`config.mk`:
```
export PLATFORM = sky130hd
export DESIGN_NAME = bit_receiver_flat
export DESIGN_NICKNAME = d
export VERILOG_FILES = /design/src/rtl/bit_receiver_pkg.sv /design/src/rtl/bit_receiver_if.sv /design/src/rtl/bit_receiver_rx_bit_counter.sv /design/src/rtl/bit_receiver.sv /design/src/flat_wrapper.sv
export SDC_FILE = /design/constraint.sdc
export NUM_CORES = 1
export LEC_CHECK = 0
export CAP_MARGIN = 25
export CORE_MARGIN = 1
export CORE_UTILIZATION = 49
export DETAILED_ROUTE_END_ITERATION = 12
export PLACE_DENSITY = 0.73
export SLEW_MARGIN = 20
export SYNTH_ARGS = -nofsm -noshare
export SYNTH_HDL_FRONTEND = slang
export SYNTH_HIERARCHICAL = 1
export SYNTH_SLANG_ARGS = --single-unit
```
`constraint.sdc`:
```
create_clock -name clk -period 2.19 [get_ports clk]
set_input_delay 0.657 -clock clk [delete_from_list [all_inputs] [get_ports clk]]
set_output_delay 0.657 -clock clk [all_outputs]
set_load 0.01 [all_outputs]
```
`src/rtl/bit_receiver_pkg.sv`:
```
// Shared definitions for the serial bit link (receiver and transmitter sides).
// Holds the FSM state encoding and the default field widths both ends agree on.
// No logic lives here; everything is compile-time constants and types.
package bit_receiver_pkg;

  // Default payload register width; also the largest legal payload length.
  localparam int DATA_W_DEF = 8;
  // Default width of the length field carried on the line, MSB first.
  localparam int LEN_W_DEF  = 4;

  // Receiver FSM states, 2-bit encoding.
  typedef enum logic [1:0] {
    IDLE = 2'd0,
    LEN  = 2'd1,
    DATA = 2'd2,
    STOP = 2'd3
  } state_t;

endpackage

```
`src/rtl/bit_receiver_if.sv`:
```
// Bundle of serial-side inputs and parallel-side outputs of the bit receiver.
// slave: the receiver's view (samples the line, drives results).
// master: the environment's view (drives the line, consumes results).
interface bit_receiver_if
  import bit_receiver_pkg::*;
#(
  parameter int DATA_W = DATA_W_DEF,
  parameter int LEN_W  = LEN_W_DEF
);

  logic              serIn;
  logic              en;
  logic [DATA_W-1:0] parOut;
  logic [LEN_W-1:0]  len_out;
  logic              valid;
  logic              frame_err;
  logic              busy;

  modport slave (
    input  serIn, en,
    output parOut, len_out, valid, frame_err, busy
  );

  modport master (
    output serIn, en,
    input  parOut, len_out, valid, frame_err, busy
  );

endinterface

```
`src/rtl/bit_receiver_rx_bit_counter.sv`:
```
// Loadable down-counter used to count line bits in the length and payload phases.
// Load has priority over decrement; the count stops at zero.
// cout is 1 while the count is zero, flagging the last bit of the current field.
module rx_bit_counter #(
  parameter int W = 4
) (
  input  logic         clk,
  input  logic         rst,
  input  logic         load,
  input  logic         en,
  input  logic [W-1:0] parin,
  output logic         cout
);

  logic [W-1:0] cnt_q;
  logic [W-1:0] cnt_d;

  // Next count: load wins, otherwise decrement toward zero when enabled.
  always_comb begin
    cnt_d = cnt_q;
    if (load) begin
      cnt_d = parin;
    end else if (en && (cnt_q != '0)) begin
      cnt_d = cnt_q - 1'b1;
    end
  end

  // Count register with synchronous reset.
  always_ff @(posedge clk) begin
    if (rst) begin
      cnt_q <= '0;
    end else begin
      cnt_q <= cnt_d;
    end
  end

  assign cout = (cnt_q == '0);

endmodule

```
`src/rtl/bit_receiver.sv`:
```
// Serial-to-parallel receiver: start bit, length field, payload, stop bit.
// Result appears one cycle after the edge that samples the deciding bit.
// No backpressure; the line is consumed only on cycles with en=1.
module bit_receiver
  import bit_receiver_pkg::*;
#(
  parameter int DATA_W = DATA_W_DEF,
  parameter int LEN_W  = LEN_W_DEF
) (
  input  logic           clk,
  input  logic           rst,
  bit_receiver_if.slave  bus
);

  // The counter must hold both LEN_W-1 and L-1 (L < 2**LEN_W).
  localparam int CNT_W = LEN_W;
  localparam logic [LEN_W:0] MAX_LEN = (LEN_W+1)'(DATA_W);

  state_t            state_q, state_d;
  logic [LEN_W-1:0]  len_q, len_d;
  logic [DATA_W-1:0] sh_q, sh_d;
  logic [DATA_W-1:0] par_q, par_d;
  logic [LEN_W-1:0]  len_out_q, len_out_d;
  logic              valid_q, valid_d;
  logic              ferr_q, ferr_d;

  logic              cnt_load;
  logic              cnt_en;
  logic [CNT_W-1:0]  cnt_parin;
  logic              cout;
  logic [LEN_W-1:0]  len_new;

  rx_bit_counter #(.W(CNT_W)) u_cnt (
    .clk   (clk),
    .rst   (rst),
    .load  (cnt_load),
    .en    (cnt_en),
    .parin (cnt_parin),
    .cout  (cout)
  );

  // Length register with the current line bit shifted in.
  assign len_new = {len_q[LEN_W-2:0], bus.serIn};

  // Next-state, datapath updates and one-cycle pulses; nothing moves without en.
  always_comb begin
    state_d   = state_q;
    len_d     = len_q;
    sh_d      = sh_q;
    par_d     = par_q;
    len_out_d = len_out_q;
    valid_d   = 1'b0;
    ferr_d    = 1'b0;
    cnt_load  = 1'b0;
    cnt_en    = 1'b0;
    cnt_parin = '0;
    if (bus.en) begin
      case (state_q)
        IDLE: begin
          if (!bus.serIn) begin
            state_d   = LEN;
            len_d     = '0;
            cnt_load  = 1'b1;
            cnt_parin = CNT_W'(LEN_W - 1);
          end
        end
        LEN: begin
          len_d = len_new;
          if (cout) begin
            if ((len_new != '0) && ({1'b0, len_new} <= MAX_LEN)) begin
              state_d   = DATA;
              sh_d      = '0;  // zero-extends payloads shorter than DATA_W
              cnt_load  = 1'b1;
              cnt_parin = len_new - 1'b1;
            end else begin
              state_d = IDLE;
              ferr_d  = 1'b1;
            end
          end else begin
            cnt_en = 1'b1;
          end
        end
        DATA: begin
          sh_d = {sh_q[DATA_W-2:0], bus.serIn};
          if (cout) begin
            state_d = STOP;
          end else begin
            cnt_en = 1'b1;
          end
        end
        STOP: begin
          state_d = IDLE;
          if (bus.serIn) begin
            par_d     = sh_q;
            len_out_d = len_q;
            valid_d   = 1'b1;
          end else begin
            ferr_d = 1'b1;
          end
        end
        default: state_d = IDLE;
      endcase
    end
  end

  // State and datapath registers; reset drops any partial frame silently.
  always_ff @(posedge clk) begin
    if (rst) begin
      state_q   <= IDLE;
      len_q     <= '0;
      sh_q      <= '0;
      par_q     <= '0;
      len_out_q <= '0;
      valid_q   <= 1'b0;
      ferr_q    <= 1'b0;
    end else begin
      state_q   <= state_d;
      len_q     <= len_d;
      sh_q      <= sh_d;
      par_q     <= par_d;
      len_out_q <= len_out_d;
      valid_q   <= valid_d;
      ferr_q    <= ferr_d;
    end
  end

  assign bus.parOut    = par_q;
  assign bus.len_out   = len_out_q;
  assign bus.valid     = valid_q;
  assign bus.frame_err = ferr_q;
  assign bus.busy      = (state_q != IDLE);

endmodule

```
`src/flat_wrapper.sv`:
```
// flat-port wrapper written by rule: the top's interface ports become plain ports
module bit_receiver_flat import bit_receiver_pkg::*;
#(
  parameter int DATA_W = DATA_W_DEF,
  parameter int LEN_W  = LEN_W_DEF
)
  (clk, rst, bus_serIn, bus_en, bus_parOut, bus_len_out, bus_valid, bus_frame_err, bus_busy);
  bit_receiver_if #(.DATA_W(DATA_W), .LEN_W(LEN_W)) bus_i ();
  input  logic clk;
  input  logic rst;
  input wire logic [$bits(bus_i.serIn)-1:0] bus_serIn;
  input wire logic [$bits(bus_i.en)-1:0] bus_en;
  output wire logic [$bits(bus_i.parOut)-1:0] bus_parOut;
  output wire logic [$bits(bus_i.len_out)-1:0] bus_len_out;
  output wire logic [$bits(bus_i.valid)-1:0] bus_valid;
  output wire logic [$bits(bus_i.frame_err)-1:0] bus_frame_err;
  output wire logic [$bits(bus_i.busy)-1:0] bus_busy;
  assign bus_i.serIn = bus_serIn;
  assign bus_i.en = bus_en;
  assign bus_parOut = bus_i.parOut;
  assign bus_len_out = bus_i.len_out;
  assign bus_valid = bus_i.valid;
  assign bus_frame_err = bus_i.frame_err;
  assign bus_busy = bus_i.busy;
  bit_receiver #(.DATA_W(DATA_W), .LEN_W(LEN_W)) u_core (.clk(clk), .rst(rst), .bus(bus_i));
endmodule
```
==> results.ini, run 1 <==
[setup_path]
r2r_slack_ps = 130
worst-r2r-cell-count = 10
worstPathArrival_ps = 2290
cp_max_fo = 4
crit_required_ps = 2420
critPathLaunchType = flop
r2r_end = u_core/u_cnt/cnt_q[1]
end_kind = flop
r2r-start = u_core/u_cnt/cnt_q[1]
worstSetupPathType = flop to flop

[power]
p_int_mw = 0.930
fin_total_pwr_mw = 1.28
power_switching_mw = 0.352
power_density_nw_per_um2 = 639
p_leak_nw = 0.720
combPwrFrac = 0.177
pwr-share-clk = 0.353
p_seq_frac = 0.471
vdd_ir_drop_max_mv = 0.358
swShare = 0.274

[clock_network]
cts_tree = done
postCtsHoldBufs = 0
cts_root_buffer = clkbuf_4
clock-sinks = 32
clk_path_buf_depth = 2
htree_levels = 2
insertion_delay_ps = 340
path_clk_slew_ps = 100
cts_setup_buffers = 0
cts_buffers = 5

[synth]
synthSimpleGateAreaFrac = 0.248
syn_nets = 200
synthMostInstantiatedCell = nand2_1
synth-compound-area-share = 0.204
synthCells = 189
ys_seq_elements = 32
yosys.area_share.adder = 0.0564
avgSynthCellArea_um2 = 8.22
synth_top_flop_cell = dfxtp_1
async_flop_share = 0
synth_xor_xnor_area_share = 0.0169
yosysWarnings = 6
syn_area_um2 = 1550
synthMuxAreaShare = 0.0129
yosys.area.top_type = dfxtp_1
synth_top_family_by_area = simple AND/OR/NAND/NOR gates
synth_edf_count = 0
netlist-cell-type-count = 39
ys_top_cells_by_count = 37 x nand2_1, 32 x dfxtp_1, 24 x a21oi_1, 12 x nand4_1, 10 x o21ai_1
synth_area_leaders = dfxtp_1 41%, nand2_1 8.9%, a21oi_1 7.7%
seq_area_frac_synth = 0.412
yosysTopAreaCellShare = 0.412

[routing]
vias = 1456
drt-vias-per-instance = 5.43
dr.pass1.iters = 4
ant_nets = 0
routed_wl_um = 3610
drc = 0
drt-initial-drc-count = 74
wire_per_inst_um = 13.5

[floorplan]
pin_count = 19
fp-row-count = 20
core_area_um2 = 3030
die_w_um = 58.3
dieArea_um2 = 3400
die_h_um = 58.3
initial_utilization = 0.513

[sta]
finalHoldViolations = 0
finalCriticalPeriod_ps = 2060
fin_skew_ps = 6.63
setup_slack_ps = 128
fin_crit_sh = 0.941
slew_viol_final = 0
fmax_ghz = 0.485
max_slew_margin = 0.654
tightest_slew_ps = 516
grt_setup_unrepaired = no
setup-violations-final = 0

[place]
dpl_cell_area_um2 = 1900
dp_hpwl_um = 2590
place_congestion = 0.831
portBuffers = 18
place_ws_ps = -381

[hold_path]
hold_class = flop to flop
min_path_cells = 2
hold_end = u_core/bus.parOut[6]
worstHoldStart = u_core/bus.parOut[6]

[layout]
n_fill_cell = 278
multi_input_area_um2 = 860
nets = 234
finish.utilization = 0.662
syn2layout_area_growth_pct = 29.1
register_area_um2 = 644
drive_gt1_frac = 0.201
n_antenna_cell = 0
stdcell_area_um2 = 2010

[grt]
antenna_found_initial = 0
track_usage = 0.236
grt_overflow = 0
grt_pass1_vias = 1320
grt_max_degree = 28
grt_pass1_wl_um = 6090

[run_status]
status = finished clean

[run]
timing.max_cap.violations = 0

-- cells in the final DEF (no fill, tap or decap), types with 2 or more instances in the layout --
cell,n
nand2_1,36
dfxtp_1,29
a21oi_1,23
buf_4,17
clkdlybuf4s50_1,16
nand4_1,12
o21ai_1,10
nor2_1,9
clkbuf_4,5
inv_1,5
inv_2,5
ha_1,5
o21a_1,3
nor3_1,3
nand3_1,3
dfxtp_2,3
xnor2_1,2
nor2b_1,2
and3_1,2
mux2i_1,2
a221oi_1,2
a311oi_1,2
-- worst max-delay path by stage --
stage | start | to | slack (ps) | cells after the start
after floorplan | u_core/u_cnt/cnt_q[1] | u_core/u_cnt/cnt_q[1] | 110 | 9
after global routing | u_core/u_cnt/cnt_q[1] | u_core/u_cnt/cnt_q[1] | 30 | 10
final | u_core/u_cnt/cnt_q[1] | u_core/u_cnt/cnt_q[1] | 130 | 10
after global placement | bus_serIn | u_core/u_cnt/cnt_q[1] | -240 | 10
after detailed placement | bus_serIn | u_core/u_cnt/cnt_q[2] | -380 | 10
after CTS | u_core/u_cnt/cnt_q[1] | u_core/u_cnt/cnt_q[1] | -10 | 10
-- layer usage --
layer  track usage  share of wire
met5             0              0
met4         0.109          0.013
met3        0.0462          0.040
met2         0.356           0.47
met1         0.325           0.47
-- registers in the layout, indices dropped and copies added, names as in the netlist, named ones only --
| signal | flops |
|---|---|
| u_core/bus.parOut | 8 |
| u_core/sh_q | 8 |
| u_core/len_q | 4 |
| u_core/bus.valid | 1 |
| u_core/bus.len_out | 4 |
| u_core/bus.frame_err | 1 |
| u_core/state_q | 1 |
| u_core/u_cnt/cnt_q | 4 |
-- repair_timing --
action | CTS | global route
gates resized for setup | 5 | 10
pin swaps | 0 | 3
cloned | 0 | 0
endpoints found under the setup margin | 3 | 12
-- cell families after synthesis --
family	after synthesis
multiplexers	2
XOR/XNOR	3
adder cells (fa/ha/maj)	7
AND/OR/NAND/NOR	77
flip-flops	32
buffers and inverters	19
AO/OA/AOI/OAI	49
-- metrics by stage --
step	hold slack, ps	instances	setup TNS [ps]
finish	462	268	0
global placement	445	260	-1700
CTS	462	268	-11.4
floorplan	430	189	0
detailed placement	447	260	-2650
global route	481	268	0
-- power groups by stage --
stage / sequential [mW] / clock, mW / combinational [mW]
after floorplan: 0.613 / 0 / 0.132
after global placement: 0.614 / 0 / 0.206
after detailed placement: 0.615 / 0 / 0.214
after CTS: 0.603 / 0.462 / 0.216
after global routing: 0.605 / 0.488 / 0.247
final: 0.603 / 0.452 / 0.226
-- cell type report --
cell class / count / share of cell area
clock buffers: 5 / 0.0187
clock inverters: 3 / 0.0212
inverters: 10 / 0.0187
multi-input cells: 138 / 0.429
flip-flops and latches: 32 / 0.321
well taps: 44 / 0.0274
repair buffers: 36 / 0.164
-- worst max-delay path, stage by stage (launching register included) --
cell and delay, ps:
dfxtp_2 350, inv_2 90, ha_4 150, or3b_4 390
inv_2 80, and2_4 150, nand3b_1 130, nand2_2 120
buf_4 130, a2111oi_4 30, a311o_1 330
(Power assumes the default switching activity.)
==> run 2: changes to the inputs <==
HOLD_SLACK_MARGIN = 0.1   (was default)
==> results of run 2 <==
No change in the layout: final DEF, timing and power equal those of run 1.
==> run 3: changes to the inputs <==
TNS_END_PERCENT = 1   (was default)
==> results of run 3 <==
No change in the layout: final DEF, timing and power equal those of run 1.
Main changes from that run: number of gates resized after CTS 5 -> 4
